==> config.mk <==
export PLATFORM = sky130hd
export DESIGN_NAME = act_skew_feeder_flat
export DESIGN_NICKNAME = d
export VERILOG_FILES = /design/src/rtl/act_skew_feeder_pkg.sv /design/src/rtl/act_skew_feeder_if.sv /design/src/rtl/act_skew_feeder_skew_delay.sv /design/src/rtl/act_skew_feeder.sv /design/src/flat_wrapper.sv
export SDC_FILE = /design/constraint.sdc
export NUM_CORES = 1
export LEC_CHECK = 0
export ABC_AREA = 1
export CAP_MARGIN = 20
export CELL_PAD_IN_SITES_DETAIL_PLACEMENT = 0
export CELL_PAD_IN_SITES_GLOBAL_PLACEMENT = 1
export CORE_MARGIN = 4
export CORE_UTILIZATION = 35
export CTS_CLUSTER_SIZE = 12
export DETAILED_ROUTE_END_ITERATION = 7
export MAX_ROUTING_LAYER = met4
export PLACE_DENSITY_LB_ADDON = 0.2
export SLEW_MARGIN = 5
export SYNTH_ARGS = -nofsm -noshare
export SYNTH_HDL_FRONTEND = slang
export SYNTH_SLANG_ARGS = --single-unit
==> constraint.sdc <==
create_clock -name CLK -period 1.8 [get_ports CLK]
set_input_delay 0.54 -clock CLK [delete_from_list [all_inputs] [get_ports CLK]]
set_output_delay 0.54 -clock CLK [all_outputs]
set_load 0.03 [all_outputs]
==> src/rtl/act_skew_feeder_pkg.sv <==
// Shared constants, state encoding and drain-length helper for the activation skew feeder.
package act_feed_pkg;

  localparam int ROWS    = 4;
  localparam int COLS    = 4;
  localparam int HOP_LAT = 2;
  localparam int LEN_W   = 8;
  localparam int DATA_W  = 8;
  localparam int PSUM_W  = 16;

  typedef enum logic [1:0] {IDLE, STREAM, DRAIN, DONE_S} feed_state_e;

  // Cycles needed after the last accept for that beat to leave the longest lane.
  function automatic int drain_cycles(input int rows, input int cols, input int hop);
    int widest;
    widest = (rows > cols) ? rows : cols;
    return hop * (widest - 1) + 1;
  endfunction

  localparam int DRAIN_CNT = drain_cycles(ROWS, COLS, HOP_LAT);
  localparam int DRAIN_W   = $clog2(DRAIN_CNT + 1);

endpackage

==> src/rtl/act_skew_feeder_if.sv <==
// Tile-control, input-stream and grid-edge signals of the activation skew feeder.
interface act_skew_feeder_if;
  import act_feed_pkg::*;

  logic                     START;
  logic [LEN_W-1:0]         LEN;
  logic                     IN_VALID;
  logic                     IN_READY;
  logic [ROWS*DATA_W-1:0]   IN_DATA;
  logic [ROWS*DATA_W-1:0]   A_OUT;
  logic [ROWS-1:0]          EN_LEFT;
  logic [COLS-1:0]          EN_TOP;
  logic [COLS*PSUM_W-1:0]   PSUM_TOP;
  logic                     BUSY;
  logic                     DONE;

  modport master (
    output START, LEN, IN_VALID, IN_DATA,
    input  IN_READY, A_OUT, EN_LEFT, EN_TOP, PSUM_TOP, BUSY, DONE
  );

  modport slave (
    input  START, LEN, IN_VALID, IN_DATA,
    output IN_READY, A_OUT, EN_LEFT, EN_TOP, PSUM_TOP, BUSY, DONE
  );

endinterface

==> src/rtl/act_skew_feeder_skew_delay.sv <==
// Fixed-depth shift register with synchronous clear; depth 0 degenerates to a wire.
module skew_delay #(
  parameter int DEPTH = 1,
  parameter int W     = 1
) (
  input  logic         clk,
  input  logic         rst,
  input  logic [W-1:0] d,
  output logic [W-1:0] q
);

  if (DEPTH == 0) begin : g_wire
    logic unused_clk_rst;
    assign unused_clk_rst = clk | rst;
    assign q = d;
  end else begin : g_shift
    logic [W-1:0] pipe_q [DEPTH];
    logic [W-1:0] pipe_d [DEPTH];

    always_comb begin
      pipe_d[0] = d;
      for (int k = 1; k < DEPTH; k++) pipe_d[k] = pipe_q[k-1];
    end

    // NOTE: every stage is cleared, not just the head, so a reset mid-tile
    // cannot leak stale beats onto the grid edge afterwards.
    always_ff @(posedge clk) begin
      if (rst) begin
        for (int k = 0; k < DEPTH; k++) pipe_q[k] <= '0;
      end else begin
        pipe_q <= pipe_d;
      end
    end

    assign q = pipe_q[DEPTH-1];
  end

endmodule

==> src/rtl/act_skew_feeder.sv <==
// Tile FSM plus per-row/per-column skew lines feeding the weight-stationary PE grid edges.
module act_skew_feeder
  import act_feed_pkg::*;
(
  input  logic              CLK,
  input  logic              RST,
  act_skew_feeder_if.slave  bus
);

  feed_state_e             state_q, state_d;
  logic [LEN_W-1:0]        len_q, len_d;
  logic [LEN_W-1:0]        acc_cnt_q, acc_cnt_d;
  logic [DRAIN_W-1:0]      drain_cnt_q, drain_cnt_d;
  logic [ROWS*DATA_W-1:0]  s0_data_q, s0_data_d;
  logic                    s0_en_q, s0_en_d;
  logic                    accept;

  // NOTE: every variable gets its default before the case so no path leaves
  // one unassigned, which would otherwise infer a latch.
  always_comb begin
    state_d     = state_q;
    len_d       = len_q;
    acc_cnt_d   = acc_cnt_q;
    drain_cnt_d = drain_cnt_q;
    accept      = 1'b0;
    unique case (state_q)
      IDLE: begin
        if (bus.START && (bus.LEN != '0)) begin
          state_d   = STREAM;
          len_d     = bus.LEN;
          acc_cnt_d = '0;
        end
      end
      STREAM: begin
        if (bus.IN_VALID) begin
          accept    = 1'b1;
          acc_cnt_d = acc_cnt_q + LEN_W'(1);
          if (acc_cnt_d == len_q) begin
            state_d     = DRAIN;
            drain_cnt_d = '0;
          end
        end
      end
      DRAIN: begin
        if (drain_cnt_q == DRAIN_W'(DRAIN_CNT - 1)) state_d = DONE_S;
        else drain_cnt_d = drain_cnt_q + DRAIN_W'(1);
      end
      DONE_S:  state_d = IDLE;
      default: state_d = IDLE;
    endcase
    // Bubbles enter the lanes as zero-data, enable-0 beats.
    s0_data_d = accept ? bus.IN_DATA : '0;
    s0_en_d   = accept;
  end

  always_ff @(posedge CLK) begin
    if (RST) begin
      state_q     <= IDLE;
      len_q       <= '0;
      acc_cnt_q   <= '0;
      drain_cnt_q <= '0;
      s0_data_q   <= '0;
      s0_en_q     <= 1'b0;
    end else begin
      state_q     <= state_d;
      len_q       <= len_d;
      acc_cnt_q   <= acc_cnt_d;
      drain_cnt_q <= drain_cnt_d;
      s0_data_q   <= s0_data_d;
      s0_en_q     <= s0_en_d;
    end
  end

  logic [ROWS-1:0][DATA_W:0] row_lane;
  logic [COLS-1:0]           col_lane;

  for (genvar i = 0; i < ROWS; i++) begin : g_row
    skew_delay #(.DEPTH(HOP_LAT * i), .W(DATA_W + 1)) u_row_dly (
      .clk (CLK),
      .rst (RST),
      .d   ({s0_en_q, s0_data_q[i*DATA_W +: DATA_W]}),
      .q   (row_lane[i])
    );
  end

  // Column lanes share the row-0 base register, so EN_TOP[0] lines up with EN_LEFT[0].
  for (genvar j = 0; j < COLS; j++) begin : g_col
    skew_delay #(.DEPTH(HOP_LAT * j), .W(1)) u_col_dly (
      .clk (CLK),
      .rst (RST),
      .d   (s0_en_q),
      .q   (col_lane[j])
    );
  end

  logic [ROWS*DATA_W-1:0] a_out;
  logic [ROWS-1:0]        en_left;

  always_comb begin
    a_out   = '0;
    en_left = '0;
    for (int i = 0; i < ROWS; i++) begin
      a_out[i*DATA_W +: DATA_W] = row_lane[i][DATA_W-1:0];
      en_left[i]                = row_lane[i][DATA_W];
    end
  end

  assign bus.A_OUT    = a_out;
  assign bus.EN_LEFT  = en_left;
  assign bus.EN_TOP   = col_lane;
  assign bus.PSUM_TOP = '0;
  assign bus.IN_READY = (state_q == STREAM);
  assign bus.BUSY     = (state_q == STREAM) || (state_q == DRAIN);
  assign bus.DONE     = (state_q == DONE_S);

endmodule
==> src/flat_wrapper.sv <==
// flat-port wrapper written by rule: the top's interface ports become plain ports
module act_skew_feeder_flat import act_feed_pkg::*;
  (CLK, RST, bus_START, bus_LEN, bus_IN_VALID, bus_IN_DATA, bus_IN_READY, bus_A_OUT, bus_EN_LEFT, bus_EN_TOP, bus_PSUM_TOP, bus_BUSY, bus_DONE);
  act_skew_feeder_if bus_i ();
  input  logic CLK;
  input  logic RST;
  input wire logic [$bits(bus_i.START)-1:0] bus_START;
  input wire logic [$bits(bus_i.LEN)-1:0] bus_LEN;
  input wire logic [$bits(bus_i.IN_VALID)-1:0] bus_IN_VALID;
  input wire logic [$bits(bus_i.IN_DATA)-1:0] bus_IN_DATA;
  output wire logic [$bits(bus_i.IN_READY)-1:0] bus_IN_READY;
  output wire logic [$bits(bus_i.A_OUT)-1:0] bus_A_OUT;
  output wire logic [$bits(bus_i.EN_LEFT)-1:0] bus_EN_LEFT;
  output wire logic [$bits(bus_i.EN_TOP)-1:0] bus_EN_TOP;
  output wire logic [$bits(bus_i.PSUM_TOP)-1:0] bus_PSUM_TOP;
  output wire logic [$bits(bus_i.BUSY)-1:0] bus_BUSY;
  output wire logic [$bits(bus_i.DONE)-1:0] bus_DONE;
  assign bus_i.START = bus_START;
  assign bus_i.LEN = bus_LEN;
  assign bus_i.IN_VALID = bus_IN_VALID;
  assign bus_i.IN_DATA = bus_IN_DATA;
  assign bus_IN_READY = bus_i.IN_READY;
  assign bus_A_OUT = bus_i.A_OUT;
  assign bus_EN_LEFT = bus_i.EN_LEFT;
  assign bus_EN_TOP = bus_i.EN_TOP;
  assign bus_PSUM_TOP = bus_i.PSUM_TOP;
  assign bus_BUSY = bus_i.BUSY;
  assign bus_DONE = bus_i.DONE;
  act_skew_feeder u_core (.CLK(CLK), .RST(RST), .bus(bus_i));
endmodule
### Word level (Yosys, flattened, before mapping)

Index checks and enable logic that the tools add are counted.

* register bits: 168
* bits in latches: 0
* memory bits (writable): 0
* memory bits (read-only): 0
* input bits: 44
* word-level logic and storage cells: 62
* memories kept: 0

* $add $sub $neg: 2
* $mul: 0
* divide/modulo/power cells: 0
* $lt $le $gt $ge: 0
* equality and inequality tests: 10
* shifts and indexed selects: 0
* muxes and demuxes: 14
* bitwise logic cells: 1
* reductions and logical operators: 11

Operators with widths (count)
* 8-bit 2-to-1 mux: 2
* 8-bit one-hot mux with 2 select lines: 1
* 3-bit 2-to-1 mux: 3
* 8-bit by 1-bit adder with 8-bit output, second input constant: 1
* 8-bit == test: 1
* 2-bit 2-to-1 mux: 4
* 2-bit one-hot mux with 4 select lines: 1
* 4-bit AND reduction: 2
* 8-bit nonzero test: 1
* 2-bit by 1-bit inequality test with 1-bit output, second input constant: 3
* 3-bit one-hot mux with 2 select lines: 1
* 2-bit == test, second input constant: 2
* 2-bit inequality test, second input constant: 2
* 2-bit nonzero test: 2
* 3-bit by 1-bit adder with 3-bit output, second input constant: 1
* 3-bit == test, second input constant: 1
* 3-bit AND reduction: 1
* 2-bit by 1-bit == test with 1-bit output, second input constant: 1
* 2-bit logical NOT: 1
* 1-bit 2-to-1 mux: 2
* 2-bit AND reduction: 1
* 2-bit OR reduction: 1
* 1-bit logical AND: 1
* 1-bit logical OR: 1
* 1-bit NOT: 1

### Depth between registers and ports, before layout

Gate-level depths: netlist of the first run.

* depth in word-level cells: 5
* gate-level depth with buffers: 15
* mapped depth without buffers: 15

### Cells and area by module

From an unflattened synthesis of the first run, not the netlist that was laid out.

* cell total of the unflattened synthesis: 741
* area total of the unflattened synthesis: 6268.5 um^2

Modules (own cells, without submodules)
* act_skew_feeder: times used 1, cells each 359, area an instance 2746.4 um^2
* skew_delay (u_core.g_row[3].u_row_dly): times used 1, cells each 168, area an instance 1554.0 um^2
* skew_delay (u_core.g_row[2].u_row_dly): times used 1, cells each 112, area an instance 1041.0 um^2
* skew_delay (u_core.g_row[1].u_row_dly): times used 1, cells each 56, area an instance 521.8 um^2
* skew_delay (u_core.g_col[3].u_col_dly): times used 1, cells each 18, area an instance 165.2 um^2
* skew_delay (u_core.g_col[2].u_col_dly): times used 1, cells each 12, area an instance 110.1 um^2
* skew_delay (u_core.g_row[0].u_row_dly): times used 1, cells each 9, area an instance 67.6 um^2
* skew_delay (u_core.g_col[1].u_col_dly): times used 1, cells each 6, area an instance 55.1 um^2
* skew_delay (u_core.g_col[0].u_col_dly): times used 1, cells each 1, area an instance 7.5 um^2

### Worst setup path before layout of the first run

Ideal clock, no wire load.

* kind: register to register
* from: register u_core.state_q[1]
* to: register u_core.acc_cnt_q[5]
* library setup time: 70 ps
* arrival: 1747 ps
* data required time: 1730 ps
* setup slack: -17 ps
* stages on the path, launching flop included: 10
* path buffers: 1
* cell sequence: dfxtp_1 inv_1 ha_1 inv_1 nor2_1 nor2_1 nand2_1 buf_2 o21ai_0 a21oi_1

* longest elaborated chain between the ends: 3

Ends and longest elaborated chain
* from (decl): line act_skew_feeder.sv:10 `feed_state_e state_q, state_d;`
* from (signal assigned): line act_skew_feeder.sv:65 `state_q <= state_d;`
* 2-bit by 1-bit == test with 1-bit output (*)
* net bus_IN_READY: line flat_wrapper.sv:11 `output wire logic [$bits(bus_i.IN_READY)-1:0] bus_IN_READY;`
* 2-bit inequality test (no source line) or 2-bit nonzero test (tied branches)
* 3-bit AND reduction (no source line)
* to (signal assigned): line act_skew_feeder.sv:67 `acc_cnt_q <= acc_cnt_d;`
* to (decl): line act_skew_feeder.sv:12 `logic [LEN_W-1:0] acc_cnt_q, acc_cnt_d;`

The timed path passes the listed nets; every way through them passes the cells marked *.
A chain may end at the register's enable or synchronous reset.

### Final worst setup path of the first run

* from: register u_core.state_q[0]
* to: output port bus_BUSY

* longest elaborated chain between the ends: 2

Ends and longest elaborated chain
* 2-bit by 1-bit == test with 1-bit output or 2-bit == test (tied branches): line act_skew_feeder.sv:113 `assign bus.BUSY = (state_q == STREAM) || (state_q == DRAIN);`
* 1-bit logical OR (*): line act_skew_feeder.sv:113
* to (decl): line flat_wrapper.sv:16 `output wire logic [$bits(bus_i.BUSY)-1:0] bus_BUSY;`

Every way passes the cells marked *; elsewhere a longest branch is shown, timed or not.

==> impl_metrics.env, run 1 <==
export IMPL_fin_util=0.4722
export IMPL_synthCells=710
export IMPL_track_usage=0.1193
export IMPL_max_freq_mhz=564.1
export IMPL_grt_ovfl_total=0
export IMPL_dieArea_mm2=0.01850
export IMPL_avgRoutedWirePerCell_um=10.19
export IMPL_synth_cell_type_count=23
export IMPL_critPathLaunchType="flop"
export IMPL_met2_length_um=4982
export IMPL_avgSynthCellArea_um2=8.078
export IMPL_grt_max_degree=103
export IMPL_area_delta_synth_final_pct=31.26
export IMPL_synth_area_leaders="dfxtp_1 54%, inv_1 11%, nor2_1 9.9%, buf_4 9.6%, nand2_1 2.7%"
export IMPL_synth_top_family_by_area="buffers and inverters"
export IMPL_drt_total_wl_um=10650
export IMPL_io_pins=151
export IMPL_multiInputGateArea_mm2=0.001789
export IMPL_synthAdderAreaFrac=0.01745
export IMPL_vdd_drop_max_mv=0.6294
export IMPL_dp_cells=1007
export IMPL_worstPathMaxFanout=4
export IMPL_die_h_um=136.0
export IMPL_port_buffers=86
export IMPL_synth_top_area_frac=0.5445
export IMPL_routed_via_density=3.877
export IMPL_ys_warn_count=0
export IMPL_grt_pass1_vias=3823
export IMPL_fin_crit_sh=0.9849
export IMPL_setup_viol=0
export IMPL_seq_area_frac_synth=0.5445
export IMPL_grt_pass1_wl_um=17060
export IMPL_die_w_um=136.0
export IMPL_drt_pass1_iterations=4
export IMPL_cts_max_path_buffers=2
export IMPL_drtIter0Drc=127
export IMPL_final_fill_count=1595
export IMPL_dr_max_layer_used="met4"
export IMPL_synth_top_cell_by_area="dfxtp_1"
export IMPL_ys_seq_elements=156
export IMPL_core_mm2=0.01594
export IMPL_start_util=0.3598
export IMPL_clock_skew_ns=0.009720
export IMPL_nNetsFinal=868
export IMPL_cts_root_buffer="clkbuf_16"
export IMPL_clk_pin_slew_ns=0.06
export IMPL_seq_area_mm2=0.003134
export IMPL_diodes=0
export IMPL_maxCapViolations=0
export IMPL_wl_met1_um=4734
export IMPL_status="finished, final reports clean"
export IMPL_hold_violations=0
export IMPL_rsz0062_at_grt="true"
export IMPL_layout_min_cycle_time_ns=1.773
export IMPL_synthSimpleGateAreaFrac=0.1813
export IMPL_crit_path_end_kind="primary output"
export IMPL_route_met3_wl_um=747
export IMPL_p_leak_uw=0.003449
export IMPL_antenna_found_initial=0
export IMPL_htree_levels=4
export IMPL_antenna_left=0
export IMPL_arrival_ns=1.23
export IMPL_clk_latency_ns=0.41
export IMPL_worst_hold_path_type="in2reg"
export IMPL_drc=0
export IMPL_vias=4051
export IMPL_drive_gt1_frac=0.1460
export IMPL_synth_xor_area_frac=0.004581
export IMPL_gp_congestion=0.8110
export IMPL_dp_hpwl_um=7319
export IMPL_row_count=46
export IMPL_crit_type="reg2out"
export IMPL_layout_cells_non_filler=1045
export IMPL_slew_viol_final=0
export IMPL_cts_made_buffers=17
export IMPL_cts_sinks=156
export IMPL_tritoncts="built"
export IMPL_synth_compound_area_share=0.03534
export IMPL_syn_area_mm2=0.005736
export IMPL_crit_required_ns=1.26
export IMPL_synthMuxAreaShare=0
export IMPL_powerDensity_mw_per_mm2=1268
==> power by group <==
part,internal [uW],switching (uW),total (uW)
Clock,2020,1540,3560
Sequential,3670,140,3810
Combinational,910,1260,2170
==> final cells by class <==
cell class / instances / area share
Clock buffer: 18 / 0.05833
Clock inverter: 14 / 0.02277
Inverter: 166 / 0.08343
Multi-Input combinational cell: 360 / 0.2377
Sequential cell: 156 / 0.4163
Tap cell: 216 / 0.03590
Timing Repair Buffer: 115 / 0.1456
==> final timing paths <==
check | startpoint | cells after the start | slack, ns | end
setup / recovery | u_core.state_q[0] | 3 | 0.03 | bus_BUSY
hold / removal | RST | 2 | 0.39 | u_core.drain_cnt_q[1]
setup reg to reg | u_core.acc_cnt_q[1] | 11 | 0.06 | u_core.drain_cnt_q[1]
hold reg to reg | u_core.g_row[2].u_row_dly.g_shift.pipe_d[19] | 2 | 0.39 | u_core.g_row[2].u_row_dly.g_shift.pipe_d[10]
==> critical path: stages, from the launching register on <==
cell	delay [ns]
dfxtp_4	0.39
inv_4	0.05
ha_4	0.26
buf_6	0.12
==> cells by family after synthesis <==
family	count (synthesis)
xor gates and xnor gates	3
adders and majority gates	8
other	1
AOI/OAI and AO/OA	40
and+or+nand+nor	245
DFF	156
buffers and inverters	257
==> metal layers <==
metal,vias up,global-route usage
met5,-,-
li1,2148,-
met4,0,0.04759
met3,16,0.04034
met2,127,0.1940
met1,1760,0.1355
==> synthesized netlist by cell type (all sizes together) <==
| cell type | n |
|---|---|
| inv | 166 |
| dfxtp | 156 |
| nor2 | 155 |
| buf | 77 |
| nand2 | 47 |
| nand3 | 34 |
| a21oi | 26 |
| clkbuf | 14 |
| o21ai | 13 |
| ha | 8 |
| nand4 | 6 |
| nor4 | 2 |
| xnor2 | 2 |
| a211oi | 1 |
| conb | 1 |
| nor3 | 1 |
| xor2 | 1 |
==> cells in the final DEF, fill, tap and decap left out, types with 3 or more instances in the layout <==
cell	synthesis	final
nor2_1	152	148
clkdlybuf4s50_1	0	41
buf_4	73	24
inv_8	0	3
clkbuf_16	0	18
nand2_1	41	32
dfxtp_1	156	151
inv_1	166	163
ha_1	8	5
nand2_4	0	4
dfxtp_2	0	3
buf_12	0	4
dlygate4sd2_1	0	38
nand4_1	6	6
conb_1	1	64
nand3_2	4	17
nor2_2	2	5
a21oi_1	26	24
o21ai_0	13	13
buf_6	0	4
inv_6	0	5
clkinv_8	0	3
ha_4	0	3
nand3_1	30	17
nand2_2	6	11
==> per-stage QoR <==
step	setup slack [ns]	cell area (um2)	TNS, ns	total power [uW]	hold slack (ns)
6_report	0.02715	7528	0	9544	0.3892
5_1_grt	-0.05798	7528	-0.2486	10060	0.3762
4_1_cts	-0.003869	7356	-0.003869	9435	0.3569
3_5_place_dp	-0.4186	6701	-6.023	5684	0.3924
3_3_place_gp	-0.3510	6701	-4.843	5671	0.3895
2_1_floorplan	0.1597	5974	0	5112	0.3883
==> registers in the layout, summed over array words and instances (netlist names) <==
name and flops:
u_core.s0_en_q 1, u_core.g_col.u_col_dly.g_shift.pipe_d 1, u_core.s0_data_q 32, u_core.state_q 2, u_core.len_q 8, u_core.acc_cnt_q 8
u_core.g_row.u_row_dly.g_shift.pipe_d 75, u_core.g_row.u_row_dly.q 26, u_core.drain_cnt_q 3
==> what timing repair did <==
item / in CTS / in global routing
setup buffers: 2 / 4
pin swaps: 9 / 23
setup endpoints to repair: 47 / 17
hold buffers: 0 / 0
resized for setup: 63 / 38
cloned: 0 / 1
(Power assumes the default switching activity.)
==> run 2, diff against run 1 <==
- ABC_AREA: 1 -> 0
- CORE_UTILIZATION: 35 -> 36
==> impl_metrics.env, run 2 <==
export IMPL_status="finished with violations"
export IMPL_violations="setup timing"
export IMPL_fin_ws_ns=-0.1828
export IMPL_htree_levels=4
export IMPL_synth_compound_area_share=0.04508
export IMPL_synth_top_family_by_area="simple AND/OR/NAND/NOR gates"
export IMPL_pwr_share_comb=0.188
export IMPL_seq_area_frac_synth=0.5712
export IMPL_nNetsFinal=676
export IMPL_vdd_drop_max_mv=0.7023
export IMPL_crit_buf_inv=1
export IMPL_dp_hpwl_um=6573
export IMPL_antenna_left=0
export IMPL_row_count=44
export IMPL_swShare=0.2563
export IMPL_synth_xor_area_frac=0.01281
export IMPL_routed_via_density=4.114
export IMPL_track_usage=0.1115
export IMPL_drt_pass1_iterations=4
export IMPL_crit_required_ns=2.13
export IMPL_vias=3378
export IMPL_synth_cell_type_count=39
export IMPL_path_cells="and4_4, nand4_1, xnor2_2, o41ai_4, buf_4, and3_4, mux2i_1"
export IMPL_synth_top_cell_by_area="dfxtp_1"
export IMPL_avgSynthCellArea_um2=10.58
export IMPL_cp_depth=7
export IMPL_diodes=0
export IMPL_grt_pass1_wl_um=15070
export IMPL_crit_path_max_incr_delay_ns=0.36
export IMPL_setup_viol=5
export IMPL_final_cell_mix="151 x dfxtp_1, 103 x nor2b_1, 64 x conb_1"
export IMPL_dieArea_mm2=0.01722
export IMPL_powerDensity_mw_per_mm2=1280
export IMPL_synthMuxAreaShare=0.006407
export IMPL_largest_reg_flops=75
export IMPL_area_delta_synth_final_pct=31.46
export IMPL_core_mm2=0.01470
export IMPL_die_w_um=131.2
export IMPL_port_buffers=86
export IMPL_layout_min_cycle_time_ns=1.983
export IMPL_clk_latency_ns=0.41
export IMPL_ctsHoldBuffers=0
export IMPL_ys_warn_count=0
export IMPL_cp_top_family="simple AND/OR/NAND/NOR gates"
export IMPL_synth_top_area_frac=0.5712
export IMPL_crit_type="reg2reg"
export IMPL_tritoncts="built"
export IMPL_synthCells=517
export IMPL_worst_hold_path_type="reg2reg"
export IMPL_p_seq_frac=0.403
export IMPL_cts_root_buffer="clkbuf_16"
export IMPL_grt_pass1_vias=3169
export IMPL_fin_area_mm2=0.007188
export IMPL_worstPathMaxFanout=6
export IMPL_crit_path_end_kind="flop"
export IMPL_grt_max_degree=56
export IMPL_drtIter0Drc=101
export IMPL_antenna_found_initial=0
export IMPL_ys_seq_elements=156
export IMPL_maxCapViolations=0
export IMPL_r2r_slack_ns=-0.18
export IMPL_synth_edf_count=0
export IMPL_arrival_ns=2.31
export IMPL_synth_ff_type="dfxtp_1"
export IMPL_avgRoutedWirePerCell_um=11.36
export IMPL_grt_ovfl_total=0
export IMPL_async_flop_share=0
export IMPL_power_uw=9202
export IMPL_drive_gt1_frac=0.1586
export IMPL_hold_depth=1
export IMPL_clock_skew_ns=0.005789
export IMPL_pwr_share_clk=0.409
export IMPL_clk_pin_slew_ns=0.06
export IMPL_drt_total_wl_um=9329
export IMPL_p_leak_uw=0.003145
export IMPL_synth_area_leaders="dfxtp_1 57%, nor2b_1 12%, buf_4 10%, and2_1 4.2%, ha_1 1.8%"
export IMPL_hold_violations=0
export IMPL_max_freq_mhz=504.3
export IMPL_synthSimpleGateAreaFrac=0.2220
export IMPL_slew_viol_final=0
export IMPL_dp_cells=783
export IMPL_slowest_stage="dfxtp_2"
export IMPL_fin_crit_sh=1.102
export IMPL_drc=0
export IMPL_synthAdderAreaFrac=0.01831
export IMPL_rsz0062_at_grt="true"
export IMPL_syn_area_mm2=0.005468
export IMPL_cts_sinks=156
export IMPL_cts_made_buffers=17
export IMPL_die_h_um=131.2
export IMPL_start_util=0.3720
export IMPL_critPathLaunchType="flop"
export IMPL_reg2reg_depth=7
export IMPL_io_pins=151
export IMPL_dpl_cell_area_mm2=0.006410
export IMPL_final_common_cell="dfxtp_1"
export IMPL_gp_congestion=0.7816
export IMPL_synthTopCellsByCount="156 x dfxtp_1, 103 x nor2b_1, 73 x buf_4"
export IMPL_switching_power_uw=2359
export IMPL_layout_cells_non_filler=821
export IMPL_power_internal_uw=6844
export IMPL_synth_most_common_cell="dfxtp_1"
export IMPL_cts_max_path_buffers=2
## run 2: changes by cell type in the layout (fill, tap and decap cells not counted), sizes merged, moves of 6 or more
| cell | change |
|---|---|
| a21oi | -10 |
| nor2b | +103 |
| nand2 | -31 |
| inv | -166 |
| buf | +6 |
| clkdlybuf4s50 | -7 |
| and2 | +38 |
| nor2 | -150 |
| dlygate4sd2 | +6 |
| nand3 | -21 |
## run 2: final cells by class
type                       count  area [um2]
fill                        1317        7511
timing repair buffer         120        1115
inverter                       7       31.28
multi-input combinational    322        2038
tap                          184       230.2
clock inverter                 9       158.9
sequential                   156        3137
clock buffer                  23       478.0
## run 2: through the flow
step	setup slack, ns	hold WS (ns)	TNS [ns]	utilization
finish	-0.1828	0.4282	-0.7422	0.4890
global route	-0.3266	0.4436	-1.311	0.4890
CTS	-0.1871	0.4298	-0.8386	0.4835
detailed placement	-0.5966	0.4204	-14.18	0.4361
global placement	-0.5727	0.4168	-13.54	0.4361
floorplan	-0.08115	0.4138	-0.2683	-
## run 2: worst register-to-register path, stage by stage, from the launching register on
cell	delay [ns]
dfxtp_2	0.36
and4_4	0.27
nand4_1	0.17
xnor2_2	0.20
o41ai_4	0.34
buf_4	0.19
and3_4	0.19
mux2i_1	0.18
## run 2: repair_timing
action                                  CTS  global route
buffers inserted                          2             4
pin swaps                                14            10
gates resized for setup                  71            10
gates cloned                              0             0
endpoints found under the setup margin   55            22
## run 2: power groups by stage
stage	clock [uW]	sequential [uW]	combinational, uW
final	3760	3710	1730
after global routing	4010	3730	1880
after CTS	3870	3720	1640
after detailed placement	0	3770	1500
after global placement	0	3760	1490
after floorplan	0	3780	1070
## run 2: cells by family (layout without fill, tap and decap cells)
family,count (synthesis),in the layout
AND/OR/NAND/NOR,202,202
flip-flops,156,156
buffers and inverters,102,159
AO/OA/AOI/OAI,37,37
adder cells (fa/ha/maj),8,8
XOR/XNOR,8,8
multiplexers,3,3
other,1,64
## run 2: worst paths after layout
path | startpoint | end
worst max-delay path | u_core.acc_cnt_q[0] | u_core.state_q[1]
worst min-delay path | u_core.s0_data_q[27] | u_core.g_row[3].u_row_dly.g_shift.pipe_d[39]
worst max register to register | u_core.acc_cnt_q[0] | u_core.state_q[1]
worst min register to register | u_core.s0_data_q[27] | u_core.g_row[3].u_row_dly.g_shift.pipe_d[39]
## run 2: per-layer routing
metal / GRT usage / wire length, um
met1: 0.1225 / 4030
met2: 0.1829 / 4557
met3: 0.04817 / 605
met4: 0.03676 / 136
met5: - / 0
